===== src/rtl/hazard_scoreboard_pkg.sv =====
`default_nettype none
// hazard_scoreboard_pkg: forward-select encodings and branch_d bit positions
// shared by the hazard controller and its scoreboard.
package hazard_scoreboard_pkg;

  typedef enum logic [1:0] {
    FWD_RF = 2'b00,
    FWD_W  = 2'b01,
    FWD_M  = 2'b10
  } fwd_sel_e;

  localparam int BR_RS_RT   = 0;
  localparam int BR_RS_ONLY = 1;

  // The younger producer in M takes priority over the older one in W.
  function automatic fwd_sel_e fwd_select(input logic hit_m, input logic hit_w);
    if (hit_m) return FWD_M;
    if (hit_w) return FWD_W;
    return FWD_RF;
  endfunction

endpackage
`default_nettype wire


===== src/rtl/hazard_scoreboard_ll_scoreboard.sv =====
`default_nettype none
// ll_scoreboard: per-register pending-write bits and owning unit for
// long-latency producers, with set/clear/kill and source busy lookup.
module ll_scoreboard
  import hazard_scoreboard_pkg::*;
#(
  parameter int REG_NUM = 32,
  parameter int REG_AW  = 5,
  parameter int N_LL    = 2,
  parameter int LL_IDW  = 1
) (
  input  logic                   clk,
  input  logic                   resetn,
  input  logic                   set_i,
  input  logic [REG_AW-1:0]      set_reg_i,
  input  logic [LL_IDW-1:0]      set_id_i,
  input  logic [N_LL-1:0]        done_i,
  input  logic [N_LL*REG_AW-1:0] done_reg_i,
  input  logic                   kill_i,
  input  logic [REG_AW-1:0]      rs_i,
  input  logic [REG_AW-1:0]      rt_i,
  input  logic [REG_AW-1:0]      dst_i,
  output logic                   rs_busy_o,
  output logic                   rt_busy_o,
  output logic                   dst_busy_o,
  output logic [REG_NUM-1:0]     busy_vec_o
);

  logic [REG_NUM-1:0] busy_q, busy_d;
  logic [LL_IDW-1:0]  owner_q [REG_NUM];
  logic [LL_IDW-1:0]  owner_d [REG_NUM];

  always_comb begin
    busy_d  = busy_q;
    owner_d = owner_q;
    // A completion only retires the entry if that unit still owns it.
    for (int i = 0; i < N_LL; i++) begin
      if (done_i[i] && (owner_q[done_reg_i[i*REG_AW +: REG_AW]] == LL_IDW'(i))) begin
        busy_d[done_reg_i[i*REG_AW +: REG_AW]] = 1'b0;
      end
    end
    // Issue is applied after completion so a same-cycle reissue stays pending.
    if (set_i && (set_reg_i != '0)) begin
      busy_d[set_reg_i]  = 1'b1;
      owner_d[set_reg_i] = set_id_i;
    end
    if (kill_i) begin
      busy_d = '0;
    end
  end

  always_ff @(posedge clk or negedge resetn) begin
    if (!resetn) begin
      busy_q <= '0;
      for (int r = 0; r < REG_NUM; r++) begin
        owner_q[r] <= '0;
      end
    end else begin
      busy_q  <= busy_d;
      owner_q <= owner_d;
    end
  end

  assign rs_busy_o  = busy_q[rs_i];
  assign rt_busy_o  = busy_q[rt_i];
  assign dst_busy_o = busy_q[dst_i];
  assign busy_vec_o = busy_q;

endmodule
`default_nettype wire


===== src/rtl/hazard_scoreboard.sv =====
`default_nettype none
// hazard_scoreboard: stall/flush/forward control for the 5-stage core, with a
// long-latency pending-write scoreboard and a sticky stall watchdog.
module hazard_scoreboard
  import hazard_scoreboard_pkg::*;
#(
  parameter int REG_NUM = 32,
  parameter int REG_AW  = 5,
  parameter int N_LL    = 2,
  parameter int LL_IDW  = 1,
  parameter int WD_W    = 8
) (
  input  logic                   clk,
  input  logic                   resetn,
  input  logic [REG_AW-1:0]      rs_d,
  input  logic [REG_AW-1:0]      rt_d,
  input  logic                   use_rs_d,
  input  logic                   use_rt_d,
  input  logic [REG_AW-1:0]      dst_d,
  input  logic                   ll_d,
  input  logic [LL_IDW-1:0]      ll_id_d,
  input  logic [1:0]             branch_d,
  input  logic                   jump_src_d,
  input  logic [REG_AW-1:0]      rs_e,
  input  logic [REG_AW-1:0]      rt_e,
  input  logic                   reg_write_e,
  input  logic                   reg_write_m,
  input  logic                   reg_write_w,
  input  logic [REG_AW-1:0]      write_reg_e,
  input  logic [REG_AW-1:0]      write_reg_m,
  input  logic [REG_AW-1:0]      write_reg_w,
  input  logic                   mem_read_e,
  input  logic                   mem_read_m,
  input  logic                   mdu_ready_e,
  input  logic [N_LL-1:0]        ll_done,
  input  logic [N_LL*REG_AW-1:0] ll_done_reg,
  input  logic                   except_m,
  output logic                   stall_f,
  output logic                   stall_d,
  output logic                   stall_e,
  output logic                   flush_d,
  output logic                   flush_e,
  output logic                   flush_m,
  output logic                   flush_w,
  output logic [1:0]             forward_ae,
  output logic [1:0]             forward_be,
  output logic                   forward_ad,
  output logic                   forward_bd,
  output logic                   ll_kill,
  output logic [REG_NUM-1:0]     busy_vec,
  output logic                   hazard_timeout
);

  logic rs_used, rt_used;
  logic rs_pend, rt_pend;
  logic cmp_rs, cmp_rt;
  logic load_stall, branch_stall, jump_stall, sb_stall, any_stall;
  logic rs_busy, rt_busy, dst_busy;
  logic sb_set;

  logic [WD_W-1:0] wd_q, wd_d;
  logic            timeout_q, timeout_d;

  // Register 0 is hardwired, so a read of it can never be a hazard.
  assign rs_used = use_rs_d & (rs_d != '0);
  assign rt_used = use_rt_d & (rt_d != '0);

  // Source still being produced by an E-stage ALU op or an M-stage load.
  assign rs_pend = (reg_write_e & (write_reg_e == rs_d)) | (mem_read_m & (write_reg_m == rs_d));
  assign rt_pend = (reg_write_e & (write_reg_e == rt_d)) | (mem_read_m & (write_reg_m == rt_d));

  assign cmp_rs = rs_used & (branch_d[BR_RS_ONLY] | branch_d[BR_RS_RT]);
  assign cmp_rt = rt_used & branch_d[BR_RS_RT];

  assign load_stall = mem_read_e & (write_reg_e != '0) &
                      ((rs_used & (rs_d == write_reg_e)) | (rt_used & (rt_d == write_reg_e)));
  assign branch_stall = (cmp_rs & rs_pend) | (cmp_rt & rt_pend);
  assign jump_stall   = jump_src_d & rs_used & rs_pend;
  assign sb_stall     = (rs_used & rs_busy) | (rt_used & rt_busy) | (ll_d & dst_busy);
  assign any_stall    = load_stall | branch_stall | jump_stall | sb_stall;

  assign stall_f = ~except_m & (any_stall | ~mdu_ready_e);
  assign stall_d = stall_f;
  assign stall_e = ~mdu_ready_e;
  assign flush_e = except_m | any_stall;
  assign flush_d = except_m;
  assign flush_m = except_m;
  assign flush_w = except_m;
  assign ll_kill = except_m;

  assign forward_ae = fwd_select(reg_write_m & (write_reg_m != '0) & (write_reg_m == rs_e),
                                 reg_write_w & (write_reg_w != '0) & (write_reg_w == rs_e));
  assign forward_be = fwd_select(reg_write_m & (write_reg_m != '0) & (write_reg_m == rt_e),
                                 reg_write_w & (write_reg_w != '0) & (write_reg_w == rt_e));
  assign forward_ad = reg_write_m & (write_reg_m != '0) & (write_reg_m == rs_d);
  assign forward_bd = reg_write_m & (write_reg_m != '0) & (write_reg_m == rt_d);

  assign sb_set = ll_d & ~stall_d & ~except_m;

  ll_scoreboard #(
    .REG_NUM (REG_NUM),
    .REG_AW  (REG_AW),
    .N_LL    (N_LL),
    .LL_IDW  (LL_IDW)
  ) u_ll_scoreboard (
    .clk        (clk),
    .resetn     (resetn),
    .set_i      (sb_set),
    .set_reg_i  (dst_d),
    .set_id_i   (ll_id_d),
    .done_i     (ll_done),
    .done_reg_i (ll_done_reg),
    .kill_i     (except_m),
    .rs_i       (rs_d),
    .rt_i       (rt_d),
    .dst_i      (dst_d),
    .rs_busy_o  (rs_busy),
    .rt_busy_o  (rt_busy),
    .dst_busy_o (dst_busy),
    .busy_vec_o (busy_vec)
  );

  always_comb begin
    wd_d = '0;
    if (stall_d) begin
      wd_d = (&wd_q) ? wd_q : wd_q + WD_W'(1);
    end
    timeout_d = timeout_q | (&wd_d);
  end

  always_ff @(posedge clk or negedge resetn) begin
    if (!resetn) begin
      wd_q      <= '0;
      timeout_q <= 1'b0;
    end else begin
      wd_q      <= wd_d;
      timeout_q <= timeout_d;
    end
  end

  assign hazard_timeout = timeout_q;

endmodule
`default_nettype wire


===== config.mk =====
export PLATFORM = sky130hd
export DESIGN_NAME = hazard_scoreboard
export DESIGN_NICKNAME = d
export VERILOG_FILES = /design/src/rtl/hazard_scoreboard_pkg.sv /design/src/rtl/hazard_scoreboard_ll_scoreboard.sv /design/src/rtl/hazard_scoreboard.sv
export SDC_FILE = /design/constraint.sdc
export NUM_CORES = 1
export LEC_CHECK = 0
export BUFFER_PORTS_ARGS = -buffer_cell sky130_fd_sc_hd__buf_2
export CAP_MARGIN = 20
export CORE_MARGIN = 2
export CORE_UTILIZATION = 29
export CTS_CLUSTER_DIAMETER = 40
export CTS_CLUSTER_SIZE = 20
export DETAILED_ROUTE_END_ITERATION = 6
export MAX_ROUTING_LAYER = met4
export SETUP_SLACK_MARGIN = 0.1
export SLEW_MARGIN = 20
export SYNTH_ARGS = -nofsm -noshare
export SYNTH_HDL_FRONTEND = slang
export SYNTH_HIERARCHICAL = 1
export SYNTH_SLANG_ARGS = --single-unit

===== constraint.sdc =====
create_clock -name clk -period 11.8 [get_ports clk]
set_input_delay 2.36 -clock clk [delete_from_list [all_inputs] [get_ports clk]]
set_output_delay 2.36 -clock clk [all_outputs]
set_load 0.005 [all_outputs]

Yosys cells after proc, flatten, opt, wreduce, memory -nomap -nowiden
Index checks and enable logic that the tools add are counted.
Storage, ports and cells
  output and inout port bits: 47
  register bits: 73
Cells by class
  order comparisons: 12
  reduce and logical (&&, ||, !) cells: 15
  equality and inequality tests: 10
  bitwise operators: 55
  $add $sub $neg: 1
  muxes and demuxes: 41
Operator list (count)
  $mux W32: 4
  $and A32 B32 Y32: 2
  $not A32 Y32: 2
  $eq A5 B5 Y1: 10
  $bwmux W32: 1
  $or A32 B32 Y32: 1
  $and A1 B1 Y1: 30
  $lt A5 B6 Y1 const B: 5
  $reduce_bool A5 Y1: 6
  $bmux W1 S5: 5
  $demux W1 S5: 4
  $ge A6 B6 Y1 const B: 3
  $not A5 Y6: 3
  $mux W1: 17
  $mux W2: 8
  $mux W8: 2
  $reduce_and A8 Y1: 2
  $ge A5 B1 Y1 const B: 3
  $or A1 B1 Y1: 13
  $add A8 B1 Y8 const B: 1
  $logic_and A1 B1 Y1: 7
  $lt A6 B1 Y1 const B: 1
  $not A1 Y1: 4

Logic depth before layout (Yosys ltp)
  depth after elaboration: 16
  depth in mapped cells: 16

Modules after synthesis
Netlist, hierarchy kept.
Modules (own cells, without submodules)
  ll_scoreboard: cells an instance 443, times used 1, sequential area each 1601.5 um2, area an instance 4616.9 um2
  hazard_scoreboard: cells an instance 158, times used 1, sequential area each 225.2 um2, area an instance 1228.7 um2

Worst setup path after synthesis
Ideal clock, no wire load.
  kind: input-to-output
  start point: input rs_d[0]
  end point: output stall_f
  path buffers: 2
  stages: 9
  slack: 4714 ps
  arrival time: 4726 ps
  cell sequence: clkbuf_1 > mux4_2 > mux4_2 > mux2_2 > inv_1 > o21ai_0 > a31oi_1 > a41oi_2 > buf_4
Between the ends
  elaborated cells on any way between the ends: 26
  those cells by class: eq/ne: 3; mux: 2; bitwise: 20; reduce/logical: 1
RTL lines
  start: declaration: RTL line hazard_scoreboard.sv:15  | input logic [REG_AW-1:0] rs_d,
  $bmux W1 S5: RTL line hazard_scoreboard_ll_scoreboard.sv:64  | assign rs_busy_o = busy_q[rs_i];
  $mux W1 (implied by the code): RTL line hazard_scoreboard_ll_scoreboard.sv:64
  net rs_busy: RTL line hazard_scoreboard.sv:58  | logic rs_busy, rt_busy, dst_busy;
  $and A1 B1 Y1: RTL line hazard_scoreboard.sv:79  | assign sb_stall = (rs_used & rs_busy) | (rt_used & rt_busy) | (ll_d & dst_busy);
  $or A1 B1 Y1 (2 in series): RTL line hazard_scoreboard.sv:79
  $or A1 B1 Y1: RTL line hazard_scoreboard.sv:80  | assign any_stall = load_stall | branch_stall | jump_stall | sb_stall;
  $or A1 B1 Y1: RTL line hazard_scoreboard.sv:82  | assign stall_f = ~except_m & (any_stall | ~mdu_ready_e);
  $and A1 B1 Y1: RTL line hazard_scoreboard.sv:82
  end: declaration: RTL line hazard_scoreboard.sv:38  | output logic stall_f,
The timed path passes the listed nets, and every way through them passes these cells. The select of a mux whose other input is x is not followed.

Final worst setup path
  start point: input rs_d[0]
  end point: output stall_d
Between the ends
  elaborated cells on any way between the ends: 26
  those cells by class: eq/ne: 3; mux: 2; bitwise: 20; reduce/logical: 1
RTL lines
  $bmux W1 S5: RTL line hazard_scoreboard_ll_scoreboard.sv:64
  $mux W1 (implied by the code): RTL line hazard_scoreboard_ll_scoreboard.sv:64
  net rs_busy: RTL line hazard_scoreboard.sv:58
  $and A1 B1 Y1: RTL line hazard_scoreboard.sv:79
  $or A1 B1 Y1 (2 in series): RTL line hazard_scoreboard.sv:79
  $or A1 B1 Y1: RTL line hazard_scoreboard.sv:80
  $or A1 B1 Y1: RTL line hazard_scoreboard.sv:82
  $and A1 B1 Y1: RTL line hazard_scoreboard.sv:82
  end: declaration: RTL line hazard_scoreboard.sv:39  | output logic stall_d,
The timed path passes the listed nets, and every way through them passes these cells. The select of a mux whose other input is x is not followed.

==> flow_metrics.py <==
metrics = {
    "outcome": {
        "status": "finished clean",
    },
    "layout": {
        "nFillCells": 2052,
        "final_cell_area_mm2": 0.00687,
        "synthToLayoutAreaGrowth_pct": 17.5,
        "regArea_mm2": 0.00183,
        "nNetsFinal": 749,
        "drive_gt1_share_pct": 31.4,
        "multi_input_area_mm2": 0.00378,
    },
    "cts": {
        "cts.path.max_buffers": 2,
        "clk_pin_slew_ps": 60,
        "cts_resized": 0,
        "cts_root_buf": "clkbuf_16",
        "cts_max_level": 3,
        "post_cts_buffers": 0,
        "numCtsBuffers": 9,
        "hold_buffers": 0,
        "cts_tree": "built",
        "clk_latency_ps": 350,
        "clock_sinks": 73,
    },
    "timing": {
        "rsz0062_at_grt": "false",
        "fin_skew_ps": 9.87,
        "hold_viol_final": 0,
        "setup_viol": 0,
        "tightest_slew_ps": 990,
        "fin_crit_sh_pct": 61.0,
        "finalCriticalPeriod_ps": 7200,
        "max_freq_ghz": 0.139,
        "relSlewSlack_pct": 33.9,
        "final_max_slew_viol_count": 0,
        "tns_ps": 0,
    },
    "drt": {
        "vias_per_cell": 5.82,
        "vias": 5538,
        "drt_iter0_drc": 594,
        "drt-total-wl_mm": 20.7,
        "drc": 0,
        "firstDrtPassIters": 5,
        "ant_nets": 0,
        "wl_per_cell_um": 21.8,
    },
    "critical_path": {
        "reg2reg_slack_ps": 7300,
        "cp.arrival_ps": 4840,
        "crit_path_start_kind": "input port",
        "cp_cell_sequence": "buf_2 > mux4_2 > mux4_2 > mux2_2 > inv_1 > o21ai_0 > a31oi_1 > a41oi_2 > buf_2",
        "crit_slowest_cell": "mux4_2",
        "worstSetupPathType": "input port to output pin",
        "end_kind": "output pin",
        "crit_path_max_incr_delay_ps": 540,
        "cp_max_fo": 11,
        "rr_endpoint": "u_ll_scoreboard/busy_vec_o[18]",
        "worstReg2RegStart": "u_ll_scoreboard/busy_vec_o[2]",
        "rr_worst_depth": 12,
        "crit_required_ps": 9440,
    },
    "global_route": {
        "grt_max_degree": 74,
        "antenna_found_initial": 1,
        "gr-total-overflow": 0,
        "grt_pass1_wl_mm": 32.0,
        "grt_util_all_layers_pct": 19.9,
        "first_global_vias": 5396,
    },
    "min_path": {
        "hold_path_end": "u_ll_scoreboard/owner_q[31]",
        "worstHoldStart": "u_ll_scoreboard/owner_q[31]",
        "holdPathStages": 0,
        "hold_path.class": "register to register",
    },
    "die": {
        "core_mm2": 0.0196,
        "die-area_mm2": 0.0213,
        "initial_utilization_pct": 29.8,
        "die_y_um": 146,
        "io_pins": 115,
        "die_w_um": 146,
        "row_count": 51,
    },
    "synthesis": {
        "netlist_top_cells_area": "dfrtp_1, mux4_2, mux2_2",
        "ys_seq_elements": 73,
        "yosys_warnings": 6,
        "synth_cell_types": 69,
        "synth.largest_area_cell": "dfrtp_1",
        "syn-num-nets": 670,
        "avgSynthCellArea_um2": 9.73,
        "synth_edf_count": 0,
        "synthCells": 601,
        "synthArstFlopShare_pct": 100,
        "synth.top_cell.area_share_pct": 31.3,
        "synth_ff_type": "dfrtp_1",
        "netlist_area_mm2": 0.00585,
        "ys_seq_area_share_pct": 31.3,
    },
    "place": {
        "dp_hpwl_mm": 15.4,
        "routabilityCongestion": 1.02,
        "placed_area_mm2": 0.00654,
        "io_buffers": 114,
    },
    "power_and_ir_drop": {
        "intPower_mw": 0.492,
        "comb_power_share_pct": 16.7,
        "switching_share_pct": 28.0,
        "ir_drop_mv": 0.0478,
        "clock_power_share_pct": 43.9,
        "power_density_mw_per_mm2": 99.4,
        "power_frac_seq_pct": 39.4,
        "p_leak_nw": 2.81,
        "p_sw_mw": 0.191,
    },
    "job": {
        "cap_viol_max_count": 0,
    },
}
-- routing by layer --
| metal | part of all wire [%] | wire [um] | up-vias | GRT usage [%] |
|---|---|---|---|---|
| met1 | 43 | 8810 | 2656 | 26.3 |
| met5 | 0 | 0 | - | - |
| met2 | 45 | 9230 | 364 | 29.7 |
| li1 | - | - | 2464 | - |
| met4 | 3.1 | 643 | 0 | 7.18 |
| met3 | 9.7 | 2010 | 54 | 4.95 |
-- worst max-delay path by stage --
| stage | start | to | slack, ps | depth (start not counted) |
|---|---|---|---|---|
| after CTS | rs_d[0] | stall_d | 4560 | 9 |
| after floorplan | rs_d[0] | stall_f | 4710 | 9 |
| final | rs_d[0] | stall_d | 4600 | 9 |
| after detailed placement | rs_d[0] | stall_d | 4550 | 9 |
| after global placement | rs_d[0] | stall_f | 4580 | 9 |
| after global routing | rs_d[0] | stall_f | 4330 | 9 |
-- critical path: cells and delay by family --
kind                   cells  cell delay, ps
AOI/OAI and AO/OA          3             630
buffers and inverters      3             560
muxes                      3            1270
-- placed cells by master, fill, tap and decap left out, drive strengths merged, types with 3 or more instances in the layout --
cell type / n
a211oi: 17
a21oi: 25
a31oi: 6
a32oi: 5
and2: 7
and3: 4
buf: 115
clkbuf: 10
clkinv: 3
dfrtp: 73
inv: 8
mux2: 39
mux2i: 14
mux4: 35
nand2: 29
nand2b: 12
nand3: 33
nand3b: 6
nand4: 4
nor2: 65
nor2b: 9
nor3: 14
nor4: 9
o211ai: 7
o21ai: 14
o221ai: 3
o22ai: 16
o311a: 5
o311ai: 7
or2: 5
or3b: 3
or4: 10
xnor2: 22
xor2: 19
-- synthesized netlist by cell type (all sizes together), types with 5 or more instances --
cell type / instances
a211oi: 17
a21oi: 25
a31oi: 6
a32oi: 5
and2: 7
buf: 14
clkbuf: 33
dfrtp: 73
inv: 7
mux2: 39
mux2i: 14
mux4: 35
nand2: 29
nand2b: 12
nand3: 33
nand3b: 6
nor2: 65
nor2b: 9
nor3: 14
nor4: 9
o211ai: 7
o21ai: 14
o22ai: 16
o311a: 5
o311ai: 7
or2: 5
or4: 10
xnor2: 22
xor2: 19
-- power by group through the flow --
stage,Sequential [mW],Clock (mW),Combinational [mW]
after floorplan,0.270,0,0.0727
after global placement,0.273,0,0.112
after detailed placement,0.273,0,0.113
after CTS,0.269,0.304,0.114
after global routing,0.270,0.316,0.125
final,0.269,0.300,0.114
-- stage by stage --
stage	cells	hold slack, ps	power [mW]	worst slack [ps]	utilization [%]
2_1_floorplan	601	445	0.343	4710	-
3_3_place_gp	934	410	0.385	4580	33.4
3_5_place_dp	934	421	0.386	4550	33.4
4_1_cts	950	435	0.686	4560	35.0
5_1_grt	951	446	0.711	4330	35.1
6_report	951	430	0.683	4600	35.1
-- kinds of logic after synthesis --
family / share of synthesized area (%)
AO/OA/AOI/OAI: 15.5
AND/OR/NAND/NOR: 19.4
multiplexers: 23.4
flip-flops: 31.2
buffers and inverters: 4.11
adder cells (fa/ha/maj): 0.214
XOR/XNOR: 6.14
-- layout make-up --
class,instances,area share (%)
inverter,7,0.383
multi-input combinational,474,55.0
antenna,1,0.0364
timing repair buffer,115,8.45
clock inverter,6,1.33
sequential,73,26.6
clock buffer,10,3.33
tap,265,4.83
-- state kept, by name (all words and copies together) (netlist names) --
name                        flops
u_ll_scoreboard/owner_q        32
hazard_timeout                  1
wd_q                            8
u_ll_scoreboard/busy_vec_o     32
Power figures use the tool's default switching activity.
